<file path="src/rtl/pit_table_v2.sv">
// Pending Interest Table: direct-mapped slots with full-prefix tags,
// interest aggregation, data satisfaction and tick-based entry expiry.
module pit_table_v2 #(
    parameter int PREFIX_W    = 64,
    parameter int META_W      = 8,
    parameter int LEN_W       = 6,
    parameter int IDX_W       = 6,
    parameter int ADDR_W      = 10,
    parameter int BLOCK_SIZE  = 1,
    parameter int LIFE_W      = 4,
    parameter int LIFETIME    = 8,
    parameter int TICK_CYCLES = 16
) (
    input  logic                clk,
    input  logic                rst,
    input  logic                int_valid,
    input  logic [PREFIX_W-1:0] int_prefix,
    input  logic [LEN_W-1:0]    int_len,
    output logic                int_ready,
    input  logic                dat_valid,
    input  logic [PREFIX_W-1:0] dat_prefix,
    input  logic [META_W-1:0]   dat_meta,
    output logic                dat_ready,
    output logic                resp_valid,
    input  logic                resp_ready,
    output logic [1:0]          resp_kind,
    output logic [ADDR_W-1:0]   resp_addr,
    output logic [META_W-1:0]   resp_meta,
    output logic [IDX_W:0]      occupancy
);

    localparam int DEPTH = 1 << IDX_W;
    localparam int NCH   = (PREFIX_W + IDX_W - 1) / IDX_W;
    localparam int TW    = (TICK_CYCLES > 1) ? $clog2(TICK_CYCLES) : 1;

    localparam logic [1:0] K_NEW = 2'b00;
    localparam logic [1:0] K_AGG = 2'b01;
    localparam logic [1:0] K_SAT = 2'b10;
    localparam logic [1:0] K_REJ = 2'b11;

    typedef enum logic [1:0] {IDLE, HASH, LOOKUP, RESP} state_t;

    state_t              state;
    logic                rdy;
    logic                is_dat;
    logic [PREFIX_W-1:0] pfx;
    logic [META_W-1:0]   meta;
    logic [IDX_W-1:0]    idx;
    logic [ADDR_W-1:0]   ptr;
    logic [TW-1:0]       tick_cnt;
    logic                tick;

    logic [DEPTH-1:0]    valid;
    logic [PREFIX_W-1:0] tag  [DEPTH];
    logic [ADDR_W-1:0]   addr [DEPTH];
    logic [LIFE_W-1:0]   life [DEPTH];

    logic [NCH*IDX_W-1:0] padded;
    logic [IDX_W-1:0]     hash;
    logic [META_W-1:0]    int_meta;
    logic                 hit;
    logic                 alloc;
    logic                 refresh;
    logic                 free;
    logic [1:0]           kind;
    logic [ADDR_W-1:0]    out_addr;
    logic [IDX_W:0]       count;

    assign int_ready = rdy;
    assign dat_ready = rdy;
    assign occupancy = count;
    assign tick      = (tick_cnt == TW'(TICK_CYCLES - 1));

    always_comb begin
        padded = '0;
        padded[PREFIX_W-1:0] = pfx;
        hash = '0;
        for (int i = 0; i < NCH; i++) begin
            hash = hash ^ padded[i*IDX_W +: IDX_W];
        end
    end

    always_comb begin
        int_meta = '0;
        int_meta[LEN_W+1:0] = {2'b01, int_len};
    end

    // Lookup reads the registered slot, i.e. state from before this cycle's tick.
    always_comb begin
        hit     = valid[idx] && (tag[idx] == pfx);
        alloc   = !is_dat && !valid[idx];
        refresh = !is_dat && hit;
        free    = is_dat && hit;
        if (alloc) begin
            kind     = K_NEW;
            out_addr = ptr;
        end else if (refresh) begin
            kind     = K_AGG;
            out_addr = addr[idx];
        end else if (free) begin
            kind     = K_SAT;
            out_addr = addr[idx];
        end else begin
            kind     = K_REJ;
            out_addr = '0;
        end
    end

    always_comb begin
        count = '0;
        for (int i = 0; i < DEPTH; i++) begin
            count = count + (IDX_W+1)'(valid[i]);
        end
    end

    always_ff @(posedge clk or posedge rst) begin
        if (rst) begin
            state      <= IDLE;
            rdy        <= 1'b0;
            is_dat     <= 1'b0;
            pfx        <= '0;
            meta       <= '0;
            idx        <= '0;
            ptr        <= '0;
            tick_cnt   <= '0;
            valid      <= '0;
            resp_valid <= 1'b0;
            resp_kind  <= '0;
            resp_addr  <= '0;
            resp_meta  <= '0;
        end else begin
            tick_cnt <= tick ? '0 : tick_cnt + TW'(1);
            if (tick) begin
                for (int i = 0; i < DEPTH; i++) begin
                    if (valid[i] && life[i] == LIFE_W'(1)) begin
                        valid[i] <= 1'b0;
                    end
                end
            end
            unique case (state)
                IDLE: begin
                    if (!rdy) begin
                        rdy <= 1'b1;
                    end else if (dat_valid) begin
                        is_dat <= 1'b1;
                        pfx    <= dat_prefix;
                        meta   <= dat_meta;
                        rdy    <= 1'b0;
                        state  <= HASH;
                    end else if (int_valid) begin
                        is_dat <= 1'b0;
                        pfx    <= int_prefix;
                        meta   <= int_meta;
                        rdy    <= 1'b0;
                        state  <= HASH;
                    end
                end
                HASH: begin
                    idx   <= hash;
                    state <= LOOKUP;
                end
                LOOKUP: begin
                    // Placed after the aging loop so a same-slot write overrides expiry.
                    if (alloc || refresh) begin
                        valid[idx] <= 1'b1;
                    end
                    if (free) begin
                        valid[idx] <= 1'b0;
                    end
                    if (alloc) begin
                        ptr <= ptr + ADDR_W'(BLOCK_SIZE);
                    end
                    resp_valid <= 1'b1;
                    resp_kind  <= kind;
                    resp_addr  <= out_addr;
                    resp_meta  <= meta;
                    state      <= RESP;
                end
                RESP: begin
                    if (resp_ready) begin
                        resp_valid <= 1'b0;
                        rdy        <= 1'b1;
                        state      <= IDLE;
                    end
                end
                default: state <= IDLE;
            endcase
        end
    end

    always_ff @(posedge clk) begin
        if (tick) begin
            for (int i = 0; i < DEPTH; i++) begin
                if (valid[i] && life[i] != '0) begin
                    life[i] <= life[i] - LIFE_W'(1);
                end
            end
        end
        if (state == LOOKUP && (alloc || refresh)) begin
            life[idx] <= LIFE_W'(LIFETIME);
            if (alloc) begin
                tag[idx]  <= pfx;
                addr[idx] <= ptr;
            end
        end
    end

endmodule

</file>
<file path="config.mk">
export PLATFORM = sky130hd
export DESIGN_NAME = pit_table_v2
export DESIGN_NICKNAME = d
export VERILOG_FILES = /design/src/rtl/pit_table_v2.sv
export SDC_FILE = /design/constraint.sdc
export NUM_CORES = 2
export LEC_CHECK = 0
export BUFFER_PORTS_ARGS = -buffer_cell sky130_fd_sc_hd__clkbuf_2
export CELL_PAD_IN_SITES_DETAIL_PLACEMENT = 2
export CELL_PAD_IN_SITES_GLOBAL_PLACEMENT = 2
export CORE_ASPECT_RATIO = 1.25
export CORE_MARGIN = 2
export CORE_UTILIZATION = 52
export DETAILED_ROUTE_END_ITERATION = 8
export PLACE_DENSITY = 0.91
export SYNTH_ARGS = -nofsm -noshare
export SYNTH_HDL_FRONTEND = slang
export SYNTH_MEMORY_MAX_BITS = 65536
export SYNTH_SLANG_ARGS = --single-unit
</file>
<file path="constraint.sdc">
create_clock -name clk -period 16.5 [get_ports clk]
set_input_delay 0.825 -clock clk [delete_from_list [all_inputs] [get_ports clk]]
set_output_delay 0.825 -clock clk [all_outputs]
set_load 0.03 [all_outputs]
</file>
==> results of run 1 <==
## metrics by stage
stage | hold WS (ns) | std cells | setup slack, ns
after floorplan | 0.442 | 12200 | 8.10
after global placement | 0.458 | 17300 | 6.59
## cells in the mapped netlist, types with 180 or more instances
cell type	number
nand3_1	276
mux2_2	222
o21ai_0	315
dfxtp_1	256
a221oi_1	264
mux2i_1	823
a22oi_1	486
inv_1	289
mux4_2	424
a21oi_1	395
buf_2	230
nand2_1	555
ha_1	180
edfxtp_1	4736
clkbuf_1	281
nor2_1	339
dfrtp_1	181
## logic make-up after synthesis
group | after synthesis | synth area share, %
adder cells (fa/ha/maj) | 234 | 1.60
AO/OA/AOI/OAI | 2326 | 7.89
flip-flops | 5173 | 73.1
XOR/XNOR | 304 | 1.28
buffers and inverters | 1039 | 2.36
multiplexers | 1469 | 9.76
AND/OR/NAND/NOR | 1698 | 4.05
==> metrics.txt, run 1 <==
syn nets 12,600; Chip Height 711 µm; Ys Warns 0; Starting Density 52.2%; Area contributors post-synth edfxtp_1 68%, mux4_2 4.6%, mux2i_1 4.0%; Async S/R FF share, synth under 10%; IO Pins between 150 and 200; status stopped before the end; Syn Std Cell Area ~210,000 µm²; Yosys reg bits just over 5,000; Gate Count Post-Synth around 12,000; cell taking the most area after synthesis edfxtp_1; GPL Wtd Cong around 0.95; register area share after synthesis between 70 and 80%; Exit stage detailed placement (3_5_place_dp); IO Port Bufs between 150 and 200; die width ~570 µm; stop err [ERROR DPL-0033] detailed placement checks failed during check placement.; number of library cell types mapped by synthesis 99; number of synthesized flops with an enable pin about 4,700; row count 259; Synth Area per Inst 17.0 µm²; post-DP HPWL 693,000 µm; Yosys top cell area share about two thirds; ys flop type edfxtp_1
==> run 2, diff against run 1 <==
CELL_PAD_IN_SITES_DETAIL_PLACEMENT = unset   (was 2)
CELL_PAD_IN_SITES_GLOBAL_PLACEMENT = unset   (was 2)
CORE_ASPECT_RATIO = unset   (was 1.25)
CORE_UTILIZATION = 40   (was 52)
PLACE_DENSITY = unset   (was 0.91)
PLACE_DENSITY_LB_ADDON = 0.15   (was unset)
==> metrics.txt, run 2 <==
power per cell area 185 nW/µm²; Inserted Clock Buffers ~560; P&R area growth vs syn 13.5%; Worst EP arrival slightly above 10 ns; Detail Route met3 WL ~89,000 µm; GRT Total Usage a little over 30%; grt ovf 0; Worst setup SP type flop; CP max stage cell nor4b_2; clk_lat worst skew between 1 and 1.5 ns; FF/Latch Area about 150,000 µm²; number of library cell types mapped by synthesis 99 (unchanged); # setup viols final 0; Final Cycle Share a little under three fifths; VDD IR max about 0.00014 V; Fmax between 100 and 150 MHz; Starting Density 40.2% (was 52.2%); CTS H-tree depth 6; Routed WL per cell 41.7 µm; Design Power approximately 44 mW; clock sinks around 5,200; RSZ-0062 raised after global routing false; Hold WC Path Type primary input to flop; critical path type flop to flop; Starting DRT DRC Count about 22,000; clk slew on worst S/H paths ~0.06 ns; commonest non-fill, non-tap cells in the layout 4,736 x edfxtp_1, 821 x mux2i_1, 568 x clkbuf_16; ANT nets after route 0; Die ar. approximately 530,000 µm²; GPL Wtd Cong 0.908 (was 0.955); M1 WL about 320,000 µm; syn nets 12,600 (unchanged); initial antenna violation count 54; die width 725 µm (was 570 µm); layout cells sized above 1 17.3%; max-slew violation count 1; post-DP HPWL 459,000 µm (was 693,000 µm); setup bufs post-CTS 0; Root Buffer clkbuf_16; Async S/R FF share, synth 3.50% (unchanged); register area share after synthesis 73.1% (unchanged); worst relative slew slack -2.19%; Leak Pwr 77.8 nW; max_cap viols 1; top flop regs tag: 4096 flops, addr: 640 flops, life: 256 flops; Crit path required time approximately 17 ns; CP endpoint kind flop; Synth Area per Inst 17.0 µm² (unchanged); Core Area between 500,000 and 600,000 µm²; area occupied by multi-input gates approximately 52,000 µm²; vias per inst 6.47; IO Pins 177 (unchanged); first-pass GRT wire length ~1,100,000 µm; Gate Count Post-Synth 12,200 (unchanged); IO Port Bufs 176 (unchanged); violated checks capacitance limit, slew limit; ys flop type edfxtp_1 (unchanged); Most common cell on crit path buf_4; most instantiated cells after synthesis 4,736 x edfxtp_1, 823 x mux2i_1, 555 x nand2_1 (unchanged); max FFs per register between 4,000 and 5,000; vias in the first global route around 120k; top-count cell post-synth edfxtp_1 (unchanged); vias post-DR roughly 130k; First-pass DRT Iterations 8; largest net degree at the start of global routing around 130; Final min period around 9.5 ns; fin nets about 13,000; number of synthesized flops with an enable pin 4,736 (unchanged); Filler Cells Inserted between 40,000 and 50,000; met2 WL between 300,000 and 400,000 µm; slew at the pin closest to its max-slew limit about 1.5 ns; Yosys top cell area share 68.4% (unchanged); Fin Clk Skew 0.0554 ns; Yosys reg bits 5,173 (unchanged); Area contributors post-synth edfxtp_1 68%, mux4_2 4.6%, mux2i_1 4.0% (unchanged); CTS tree yes; status finished with violations (was stopped before the end); max layer used met5; Ys Warns 0 (unchanged); WHS Path Cells 3; final setup TNS 0 ns; cells along the critical path buf_12 -> buf_12 -> nor2b_4 -> buf_4 -> buf_4 -> a221oi_1 -> o22ai_1 -> a22o_1 -> nor4b_2 -> xnor2_1 -> nor4_1 -> nand4_1 -> or4_4 -> nor2_4 -> buf_4 -> buf_4 -> a211oi_1; path depth of the worst reg2reg path 17; Syn Std Cell Area 208,000 µm² (unchanged); cell taking the most area after synthesis edfxtp_1 (unchanged); R2R setup slack 7.03 ns; commonest non-fill, non-tap cell in the layout edfxtp_1; Post-CTS Resized 0; Fin. Hold Viols 0; row count 264 (was 259); Total Wirelength roughly 840,000 µm; Longest Clk Path Bufs 4; Reg with most FFs tag; critical path peak fanout between 100 and 150; Post-route DRC 0; cts-stage hold buffer count 31; Chip Height 725 µm (was 711 µm); Worst path max stage delay a little over 1 ns
-- run 2: cell counts after synthesis --
No cell type changed its count.
-- run 2: area by class of cell --
class	count	share of cell area (%)
clock buffers	740	6.38
clock inverters	262	1.01
repair buffers	652	2.07
inverters	292	0.554
flip-flops and latches	5173	64.4
diodes	31	0.0329
multi-input cells	6031	21.9
well taps	6916	3.67
-- run 2: kinds of logic (layout without fill, tap and decap cells) --
family,Yosys count,after routing,share of synthesized area (%)
buf+inv,1039,1946,2.36
compound gates,2326,2326,7.89
fa+ha+maj,234,234,1.60
simple gates,1698,1698,4.05
mux,1469,1469,9.76
flops,5173,5173,73.1
other cells,0,31,0
xor+xnor,304,304,1.28
-- run 2: report_power, final --
group / switching (mW) / internal, mW
registers: 0.490 / 16.3
clock network: 5.34 / 6.90
logic: 10.4 / 4.14
-- run 2: critical path, delay by kind of cell (launching register included) --
kind	cells	cell delay, ns
buffers and inverters	6	3.62
and+or+nand+nor	6	2.71
AOI/OAI and AO/OA	4	1.16
DFF	1	0.73
xor gates and xnor gates	1	0.40
-- run 2: per-stage QoR --
stage          utilization (%)  setup slack [ns]  area, µm²  std cells  hold slack, ns
2_1_floorplan                -              8.10     208000      12200           0.442
3_3_place_gp              42.2              7.48     218000      19000           0.461
3_5_place_dp              42.2              7.40     218000      19000           0.471
4_1_cts                   45.6              7.34     236000      20100        0.000965
5_1_grt                   45.6              6.94     236000      20100          0.0567
6_report                  45.6              7.03     236000      20100          0.0517
-- run 2: per-layer routing --
layer	up-vias	global-route usage [%]
li1	50100	-
met1	69100	41.4
met2	9096	48.5
met3	1788	6.16
met4	6	14.9
met5	-	0
-- run 2: final timing paths --
kind,startpoint,end
worst max-delay path,idx[0],life[21][1]
worst min-delay path,dat_prefix[24],pfx[24]
worst max register to register,idx[0],life[21][1]
worst min register to register,meta[5],meta[5]
max in group asynchronous,rst,pfx[26]
min in group asynchronous,rst,valid[31]
No activity file was read; power rests on OpenSTA's default activity.
